==> src/rtl/rtmc_spi_xfer.sv <==
// SPI slave transceiver: synchronised pins, all four CPOL/CPHA modes, configurable
// word width and bit order, with small rx/tx FIFOs and sticky overflow/underflow flags.
module rtmc_spi_xfer #(
  parameter int                N_BITS     = 8,
  parameter int                FIFO_DEPTH = 4,
  parameter bit                LSB_FIRST  = 1'b0,
  parameter logic [N_BITS-1:0] TX_IDLE    = '0
) (
  input  logic                          clk_i,
  input  logic                          rst_i,
  input  logic [1:0]                    mode_i,
  input  logic                          sck_i,
  input  logic                          cs_n_i,
  input  logic                          sdi_i,
  output logic                          sdo_o,
  output logic                          sdo_oe_o,
  input  logic [N_BITS-1:0]             tx_data_i,
  input  logic                          tx_valid_i,
  output logic                          tx_ready_o,
  output logic [N_BITS-1:0]             rx_data_o,
  output logic                          rx_valid_o,
  input  logic                          rx_ready_i,
  output logic [$clog2(FIFO_DEPTH):0]   tx_level_o,
  output logic [$clog2(FIFO_DEPTH):0]   rx_level_o,
  output logic                          rx_overflow_o,
  output logic                          tx_underflow_o,
  input  logic                          clr_flags_i
);

  localparam int PTR_W   = $clog2(FIFO_DEPTH);
  localparam int CNT_W   = PTR_W + 1;
  localparam int BC_W    = $clog2(N_BITS);
  localparam int OUT_BIT = LSB_FIRST ? 0 : N_BITS - 1;
  localparam logic [CNT_W-1:0] FULL_CNT = CNT_W'(FIFO_DEPTH);
  localparam logic [BC_W-1:0]  LAST_BIT = BC_W'(N_BITS - 1);

  logic [2:0]        sck_q;
  logic [1:0]        cs_q;
  logic [1:0]        sdi_q;
  logic [1:0]        init_q;
  logic              armed_q;
  logic              sel_prev_q;
  logic [1:0]        mode_q;
  logic              lead_q;
  logic              trail_q;
  logic [BC_W-1:0]   bit_cnt_q, bit_cnt_d;
  logic [N_BITS-1:0] rx_sr_q, rx_sr_d;
  logic [N_BITS-1:0] tx_sr_q, tx_sr_d;
  logic              push_q;
  logic [N_BITS-1:0] push_word_q;

  logic [N_BITS-1:0] tx_mem_q [FIFO_DEPTH];
  logic [PTR_W-1:0]  tx_wr_q, tx_rd_q;
  logic [CNT_W-1:0]  tx_cnt_q, tx_cnt_d;
  logic              tx_ready_q;
  logic [N_BITS-1:0] rx_mem_q [FIFO_DEPTH];
  logic [PTR_W-1:0]  rx_wr_q, rx_rd_q;
  logic [CNT_W-1:0]  rx_cnt_q, rx_cnt_d;
  logic              rx_valid_q;
  logic              rx_ovf_q, tx_unf_q;

  logic cs_s, sdi_s, sel, cs_fall, sck_edge, lead_det, trail_det;
  logic sample, shift, tx_load, tx_empty, tx_push, tx_pop;
  logic rx_full, rx_pop, rx_push, ovf_set, unf_set;
  logic [N_BITS-1:0] tx_head;

  // Transfers are only honoured once cs_n has been seen high after reset.
  assign cs_s      = cs_q[1];
  assign sdi_s     = sdi_q[1];
  assign sel       = armed_q & ~cs_s;
  assign cs_fall   = sel & ~sel_prev_q;
  assign sck_edge  = sck_q[1] ^ sck_q[2];
  assign lead_det  = sel & sck_edge & (sck_q[1] ^ mode_q[1]);
  assign trail_det = sel & sck_edge & ~(sck_q[1] ^ mode_q[1]);

  assign sample  = mode_q[0] ? trail_q : lead_q;
  assign shift   = mode_q[0] ? lead_q : trail_q;
  // A shift edge with bit_cnt=0 is either the CPHA=1 leading edge of a new word
  // or the CPHA=0 trailing edge right after a completed word.
  assign tx_load = sel & ((~mode_q[0] & cs_fall) | (shift & (bit_cnt_q == '0)));

  assign tx_empty = (tx_cnt_q == '0);
  assign tx_head  = tx_empty ? TX_IDLE : tx_mem_q[tx_rd_q];
  assign tx_push  = tx_valid_i & tx_ready_q;
  assign tx_pop   = tx_load & ~tx_empty;
  assign unf_set  = tx_load & tx_empty;
  assign tx_cnt_d = tx_cnt_q + CNT_W'(tx_push) - CNT_W'(tx_pop);

  assign rx_full  = (rx_cnt_q == FULL_CNT);
  assign rx_pop   = rx_valid_q & rx_ready_i;
  assign rx_push  = push_q & (~rx_full | rx_pop);
  assign ovf_set  = push_q & rx_full & ~rx_pop;
  assign rx_cnt_d = rx_cnt_q + CNT_W'(rx_push) - CNT_W'(rx_pop);

  always_comb begin
    bit_cnt_d = bit_cnt_q;
    rx_sr_d   = rx_sr_q;
    tx_sr_d   = tx_sr_q;
    if (!sel) begin
      bit_cnt_d = '0;
      tx_sr_d   = '0;
    end else begin
      if (sample) begin
        bit_cnt_d = (bit_cnt_q == LAST_BIT) ? '0 : bit_cnt_q + 1'b1;
        rx_sr_d   = LSB_FIRST ? {sdi_s, rx_sr_q[N_BITS-1:1]} : {rx_sr_q[N_BITS-2:0], sdi_s};
      end
      if (tx_load) begin
        tx_sr_d = tx_head;
      end else if (shift) begin
        tx_sr_d = LSB_FIRST ? (tx_sr_q >> 1) : (tx_sr_q << 1);
      end
    end
  end

  always_ff @(posedge clk_i or posedge rst_i) begin
    if (rst_i) begin
      sck_q      <= '0;
      cs_q       <= '1;
      sdi_q      <= '0;
      init_q     <= '0;
      armed_q    <= 1'b0;
      sel_prev_q <= 1'b0;
      mode_q     <= '0;
      lead_q     <= 1'b0;
      trail_q    <= 1'b0;
      bit_cnt_q  <= '0;
      push_q     <= 1'b0;
      tx_wr_q    <= '0;
      tx_rd_q    <= '0;
      tx_cnt_q   <= '0;
      tx_ready_q <= 1'b1;
      rx_wr_q    <= '0;
      rx_rd_q    <= '0;
      rx_cnt_q   <= '0;
      rx_valid_q <= 1'b0;
      rx_ovf_q   <= 1'b0;
      tx_unf_q   <= 1'b0;
    end else begin
      // Stage 0: pin synchronisers and edge detection
      sck_q      <= {sck_q[1:0], sck_i};
      cs_q       <= {cs_q[0], cs_n_i};
      sdi_q      <= {sdi_q[0], sdi_i};
      init_q     <= {init_q[0], 1'b1};
      if (init_q[1] && cs_s) armed_q <= 1'b1;
      sel_prev_q <= sel;
      if (cs_s) mode_q <= mode_i;
      lead_q     <= lead_det;
      trail_q    <= trail_det;
      // Stage 1: shift registers and word completion
      bit_cnt_q  <= bit_cnt_d;
      push_q     <= sel & sample & (bit_cnt_q == LAST_BIT);
      // Stage 2: FIFO bookkeeping
      if (tx_push) tx_wr_q <= tx_wr_q + 1'b1;
      if (tx_pop)  tx_rd_q <= tx_rd_q + 1'b1;
      tx_cnt_q   <= tx_cnt_d;
      tx_ready_q <= (tx_cnt_d != FULL_CNT);
      if (rx_push) rx_wr_q <= rx_wr_q + 1'b1;
      if (rx_pop)  rx_rd_q <= rx_rd_q + 1'b1;
      rx_cnt_q   <= rx_cnt_d;
      rx_valid_q <= (rx_cnt_d != '0);
      rx_ovf_q   <= clr_flags_i ? 1'b0 : (rx_ovf_q | ovf_set);
      tx_unf_q   <= clr_flags_i ? 1'b0 : (tx_unf_q | unf_set);
    end
  end

  always_ff @(posedge clk_i) begin
    rx_sr_q     <= rx_sr_d;
    tx_sr_q     <= tx_sr_d;
    push_word_q <= rx_sr_d;
    if (tx_push) tx_mem_q[tx_wr_q] <= tx_data_i;
    if (rx_push) rx_mem_q[rx_wr_q] <= push_word_q;
  end

  assign sdo_o          = sel & tx_sr_q[OUT_BIT];
  assign sdo_oe_o       = ~cs_s;
  assign tx_ready_o     = tx_ready_q;
  assign rx_valid_o     = rx_valid_q;
  assign rx_data_o      = rx_valid_q ? rx_mem_q[rx_rd_q] : '0;
  assign tx_level_o     = tx_cnt_q;
  assign rx_level_o     = rx_cnt_q;
  assign rx_overflow_o  = rx_ovf_q;
  assign tx_underflow_o = tx_unf_q;

endmodule

==> config.mk <==
export PLATFORM = sky130hd
export DESIGN_NAME = rtmc_spi_xfer
export DESIGN_NICKNAME = d
export VERILOG_FILES = /design/src/rtl/rtmc_spi_xfer.sv
export SDC_FILE = /design/constraint.sdc
export NUM_CORES = 1
export LEC_CHECK = 0
export BUFFER_PORTS_ARGS = -buffer_cell sky130_fd_sc_hd__buf_2
export CORE_ASPECT_RATIO = 1.25
export CORE_MARGIN = 2
export CORE_UTILIZATION = 55
export CTS_BUF_LIST = sky130_fd_sc_hd__clkbuf_2 sky130_fd_sc_hd__clkbuf_4 sky130_fd_sc_hd__clkbuf_8
export CTS_CLUSTER_DIAMETER = 40
export DETAILED_ROUTE_END_ITERATION = 7
export GPL_ROUTABILITY_DRIVEN = 0
export PLACE_DENSITY_LB_ADDON = 0.1
export SYNTH_ARGS = -nofsm -noshare
export SYNTH_HDL_FRONTEND = slang
export SYNTH_SLANG_ARGS = --single-unit
==> constraint.sdc <==
create_clock -name clk_i -period 3.3 [get_ports clk_i]
set_input_delay 0.66 -clock clk_i [delete_from_list [all_inputs] [get_ports clk_i]]
set_output_delay 0.66 -clock clk_i [all_outputs]
set_load 0.005 [all_outputs]
* After elaboration in Yosys (flattened, before gate mapping)
Memory sizes are Yosys's and may differ from the RTL's.
Cells that the tools add are included.
** Storage, ports and cells
- Register bits :: 53
- Input bits :: 18
- Memories :: 2
- Output and inout port bits :: 20
- Bits in writable memories :: 64
- Word-level logic and storage cells :: 90
** Memories
- rx_mem_q :: words 4, bits a word 8, rd ports 1, clocked after memory_dff 0, wr ports 1, line 56 : logic [N_BITS-1:0] rx_mem_q [FIFO_DEPTH];
- tx_mem_q :: words 4, bits a word 8, rd ports 1, clocked after memory_dff 0, wr ports 1, line 52 : logic [N_BITS-1:0] tx_mem_q [FIFO_DEPTH];
** Operators by class
- Multiplexer cells :: 15
- Bitwise gates (word level) :: 31
- Equal/unequal tests :: 4
- Add/subtract/negate cells :: 9
- Reduce and logical (&&, ||, !) cells :: 6
** Operators with widths (number)
- 2-to-1 mux 8 bit :: 4
- AND 1 bit :: 18
- 2-to-1 mux 3 bit :: 3
- adder 2 x 1 -> 2 bit, second input constant :: 4
- 2-to-1 mux 1 bit :: 8
- NOT 1 bit :: 7
- adder 3 x 1 -> 3 bit :: 2
- equality test 3 bit, second input constant :: 2
- zero test 3 bit :: 2
- subtractor 3 x 1 -> 3 bit :: 2
- OR 1 bit :: 4
- adder 3 x 1 -> 3 bit, second input constant :: 1
- inequality test 3 bit, second input constant :: 1
- nonzero test 3 bit :: 1
- inequality test 2 x 1 -> 1 bit, second input constant :: 1
- AND reduction 2 bit :: 1
- nonzero test 2 bit :: 1
- XOR 1 bit :: 2
- logical AND 1 bit :: 1

* Logic depth before layout (Yosys ltp)
- Word-level depth :: 9
- Depth in mapped cells :: 12
- Depth with buffers taken out :: 12

* Worst setup path before layout
No wires, ideal clock.
- Kind :: input -> register
- Start :: input rx_ready_i
- End :: register rx_valid_q (netlist: rx_valid_o)
- Setup time :: 0.131 ns
- Buffers on the path :: 1
- Data required time :: 3.169 ns
- Data arrival time :: 2.673 ns
- Path slack :: 0.496 ns
- Stages :: 10
- Cell sequence :: and2_4 -> buf_6 -> or3_4 -> and2_4 -> inv_1 -> ha_1 -> inv_1 -> ha_1 -> fa_1 -> or3_1
** Between the ends
- Word-level cells in the longest chain between the ends :: 6
** Ends and longest elaborated chain
- start: declaration :: line 22 : input logic rx_ready_i,
- AND 1 bit * :: line 90 : assign rx_pop = rx_valid_q & rx_ready_i;
- named net rx_pop :: line 64 : logic rx_full, rx_pop, rx_push, ovf_set, unf_set;
- OR 1 bit :: line 91 : assign rx_push = push_q & (~rx_full | rx_pop);
- AND 1 bit :: line 91
- adder 3 x 1 -> 3 bit :: line 93 : assign rx_cnt_d = rx_cnt_q + CNT_W'(rx_push) - CNT_W'(rx_pop);
- subtractor 3 x 1 -> 3 bit * :: line 93
- named net rx_cnt_d[1] :: line 58 : logic [CNT_W-1:0] rx_cnt_q, rx_cnt_d;
- nonzero test 3 bit * :: line 160 : rx_valid_q <= (rx_cnt_d != '0);
- end signal: assignment :: line 160
- end: declaration :: line 59 : logic rx_valid_q;
The timed path passes the listed nets; every way through them passes the cells marked *.
A chain may end at the register's enable or synchronous reset.

* Worst setup path after layout
- Start :: register cs_q[1]
- End :: register tx_ready_q (netlist: tx_ready_o)
** Between the ends
- Word-level cells in the longest chain between the ends :: 9
** Ends and longest elaborated chain
- start: declaration :: line 38 : logic [1:0] cs_q;
- start signal: assignment :: line 141 : cs_q <= {cs_q[0], cs_n_i};
- NOT 1 bit * :: line 70 : assign sel = armed_q & ~cs_s;
- AND 1 bit * :: line 70
- AND 1 bit :: line 71 : assign cs_fall = sel & ~sel_prev_q;
- AND 1 bit :: line 80 : assign tx_load = sel & ((~mode_q[0] & cs_fall) | (shift & (bit_cnt_q == '0)));
- OR 1 bit :: line 80
- AND 1 bit * :: line 80
- AND 1 bit * :: line 85 : assign tx_pop = tx_load & ~tx_empty;
- named net tx_pop :: line 63 : logic sample, shift, tx_load, tx_empty, tx_push, tx_pop;
- subtractor 3 x 1 -> 3 bit * :: line 87 : assign tx_cnt_d = tx_cnt_q + CNT_W'(tx_push) - CNT_W'(tx_pop);
- named net tx_cnt_d[2] :: line 54 : logic [CNT_W-1:0] tx_cnt_q, tx_cnt_d;
- inequality test 3 bit * :: line 156 : tx_ready_q <= (tx_cnt_d != FULL_CNT);
- end signal: assignment :: line 156
- end: declaration :: line 55 : logic tx_ready_q;
Marked as above.

==> results by group <==
Run status
  – Status: finished clean

Synthesis
  – Seq/Total Area, Yosys: 0.697
  – Async SR Flop Fraction: 0.316
  – Post-synthesis register bit count: 117
  – Post-synth top flop: edfxtp_1
  – Distinct cells, synth: 40
  – Yosys warnings: 0
  – Post-synth EDFFs: 72
  – Syn_area_per_cell: 16.5 um2
  – Net Count, Synth: 317
  – Post-Syn Instances: 282
  – Mapped Area: 4670 um2

Run
  – Max-Cap Viols: 0

Power
  – Part of the power in registers: 0.505
  – LEAKAGE: 2.11 nW
  – Sw Pwr: 1.06 mW
  – Clock group share of total power: 0.285
  – Switching fraction of total power: 0.272
  – Power Density: 741 nW/um2
  – Internal power: 2.85 mW
  – Combinational share of power: 0.211
  – VDD IR max: 0.457 mV

Die
  – Initial core utilization: 0.566
  – Die X: 86.4 um
  – I/O Pins: 38
  – Die height: 107 um
  – Die area: 9240 um2
  – Row cnt: 37
  – Core ar.: 8240 um2

Finish
  – Layout cells sized above 1: 0.334
  – Most common cell after layout, fill and taps aside: edfxtp_1
  – Area grow syn2layout: 13.3%
  – Diode count: 0
  – Final net count: 366
  – Post-route cell area: 5290 um2
  – Most frequent cells in the layout: edfxtp_1, buf_2, dfrtp_1
  – Multi-input gate area: 1310 um2
  – Fill count: 631
  – Reg area: 3250 um2

Worst setup path
  – CP required: 3.64 ns
  – Slowest cell on crit path: dfstp_2
  – Worst Setup End Kind: flip-flop
  – Crit Path Category: reg2reg
  – Buf/Inv on CP: 2
  – Critical path arrival: 3.06 ns
  – Reg2reg start: cs_q[1]$_DFF_PP1_
  – Reg2reg setup slack: 0.58 ns
  – Setup crit start: cs_q[1]$_DFF_PP1_
  – Crit path largest cell delay: 0.56 ns
  – Cell Chain, Critical Path: nand2b_1, inv_1, and3_1, ha_1, inv_1, ha_1, fa_1, xnor2_1, xnor2_1, nand2_1
  – Kind of cell adding the most delay to the critical path: adder cells
  – CP Max Fanout: 13
  – Startpoint Class: flip-flop

Clock network
  – CTS tree: done
  – TritonCTS buffer count: 17
  – Root Buffer Master: clkbuf_8
  – CTS Sinks: 117
  – H-tree depth reported by CTS: 4
  – Total setup buffers inserted after CTS: 0
  – Resized Gates After CTS: 0
  – Clock transition at the registers of the reported paths: 0.06 ns
  – Skew-Pair Late Insertion Delay: 0.42 ns
  – Hold-fix buffers, CTS: 0
  – CTS Buffer Depth: 2

Drt
  – Routed met1 length: 2.75 mm
  – Drt total wl: 6.78 mm
  – Drc violations: 0
  – Post-DR wirelength/cell: 15.4 um
  – DRT iter0 DRCs: 113
  – DR vias/cell: 5.27
  – WL met2: 3.63 mm
  – Total iterations of the first detailed-routing run: 4
  – Routed vias: 2325
  – Antenna-violating nets left: 0
  – Highest routed layer: met4
  – Met3 wire length: 281 um

Global route
  – Largest net degree at the start of global routing: 20
  – GRT Total Usage: 0.171
  – Vias in the first global route: 2407
  – First-pass GRT wire length: 11.6 mm
  – Antenna violations before repair: 0
  – Grt ovf: 0

STA
  – Final Hold Viols: 0
  – Max Transition Viols Final: 0
  – Crit path time final: 2.72 ns
  – Clock skew: 0.00701 ns
  – Setup Viol. Count Final: 0
  – Max frequency: 368 MHz
  – Period utilization: 0.824
  – Worst Tran Pin Value: 0.712 ns
  – Final setup TNS: 0 ns
  – RSZ-0062 raised after global routing: no
  – Rel. slew slack: 0.524

Placement
  – Dpl hpwl: 4.54 mm
  – DP Area: 4940 um2
  – Port Buffers: 37

Worst hold path
  – HP Class: in2reg
  – Hold path startpoint: cs_n_i
## cell families (layout without fill, tap and decap cells)
kind of cell	Yosys count	after routing	share of synthesized area
flops	117	117	0.697
simple gates	59	59	0.0735
mux	30	30	0.112
buf+inv	25	87	0.0225
compound gates	23	23	0.0268
fa+ha+maj	17	17	0.0488
xor+xnor	10	10	0.0188
other cells	1	1	0.000804
## worst paths after layout
| kind | to | cells past startpoint |
|---|---|---|
| setup reg to reg | tx_ready_o$_DFF_PP1_ | 10 |
| hold reg to reg | sck_q[1]$_DFF_PP0_ | 0 |
| min in group asynchronous | rx_wr_q[0]$_DFFE_PP0P_ | 2 |
| setup / recovery | tx_ready_o$_DFF_PP1_ | 10 |
| hold / removal | cs_q[0]$_DFF_PP1_ | 1 |
| max in group asynchronous | tx_ready_o$_DFF_PP1_ | 3 |
## power by group through the flow
stage                     Sequential [mW]  Combinational (mW)  Clock [mW]
after global routing                 2.02               0.941        1.22
after global placement               2.01               0.829           0
final                                1.98               0.827        1.12
after CTS                            1.99               0.850        1.15
after floorplan                      1.87               0.727           0
after detailed placement             2.02               0.840           0
## routing by layer
metal | vias to the layer above | GRT usage
li1 | 1132 | -
met1 | 1139 | 0.192
met2 | 41 | 0.288
met3 | 13 | 0.0624
met4 | 0 | 0.0770
met5 | - | 0
## state kept, by name, indices dropped and copies added (netlist names), 2 cells and up
| register | count |
|---|---|
| tx_mem_q | 32 |
| bit_cnt_q | 3 |
| tx_sr_q | 8 |
| mode_q | 2 |
| rx_level_o | 3 |
| tx_rd_q | 2 |
| sck_q | 3 |
| push_word_q | 8 |
| init_q | 2 |
| cs_q | 2 |
| tx_wr_q | 2 |
| rx_rd_q | 2 |
| tx_level_o | 3 |
| rx_wr_q | 2 |
| rx_mem_q | 32 |
| sdi_q | 2 |
## stage by stage
step	power (mW)	std cells	hold slack [ns]	util	worst slack, ns
2_1_floorplan	2.60	282	0.331	-	0.496
4_1_cts	3.99	441	0.306	0.642	0.518
6_report	3.92	441	0.339	0.642	0.581
3_5_place_dp	2.86	409	0.336	0.600	0.412
3_3_place_gp	2.84	409	0.335	0.600	0.437
5_1_grt	4.18	441	0.301	0.642	0.338
## Yosys cell counts (all sizes together), types with 5 or more instances
| master | n | area [um2] |
|---|---|---|
| edfxtp | 72 | 2160 |
| dfrtp | 34 | 851 |
| inv | 16 | 60.1 |
| mux4 | 16 | 360 |
| ha | 15 | 188 |
| a21oi | 13 | 65.1 |
| and2 | 12 | 90.1 |
| mux2 | 11 | 128 |
| nand2 | 11 | 41.3 |
| nor2 | 11 | 41.3 |
| and3 | 9 | 61.3 |
| dfxtp | 8 | 160 |
| o21ai | 8 | 40.0 |
| xnor2 | 7 | 61.3 |
| clkbuf | 5 | 18.8 |
## final cells by class
| class | count | share of cell area |
|---|---|---|
| inverter | 16 | 0.0114 |
| clock inverter | 12 | 0.0168 |
| sequential | 117 | 0.615 |
| tap | 97 | 0.0230 |
| multi-input combinational | 140 | 0.248 |
| timing repair buffer | 39 | 0.0379 |
| clock buffer | 20 | 0.0485 |
Power figures use the tool's default switching activity.
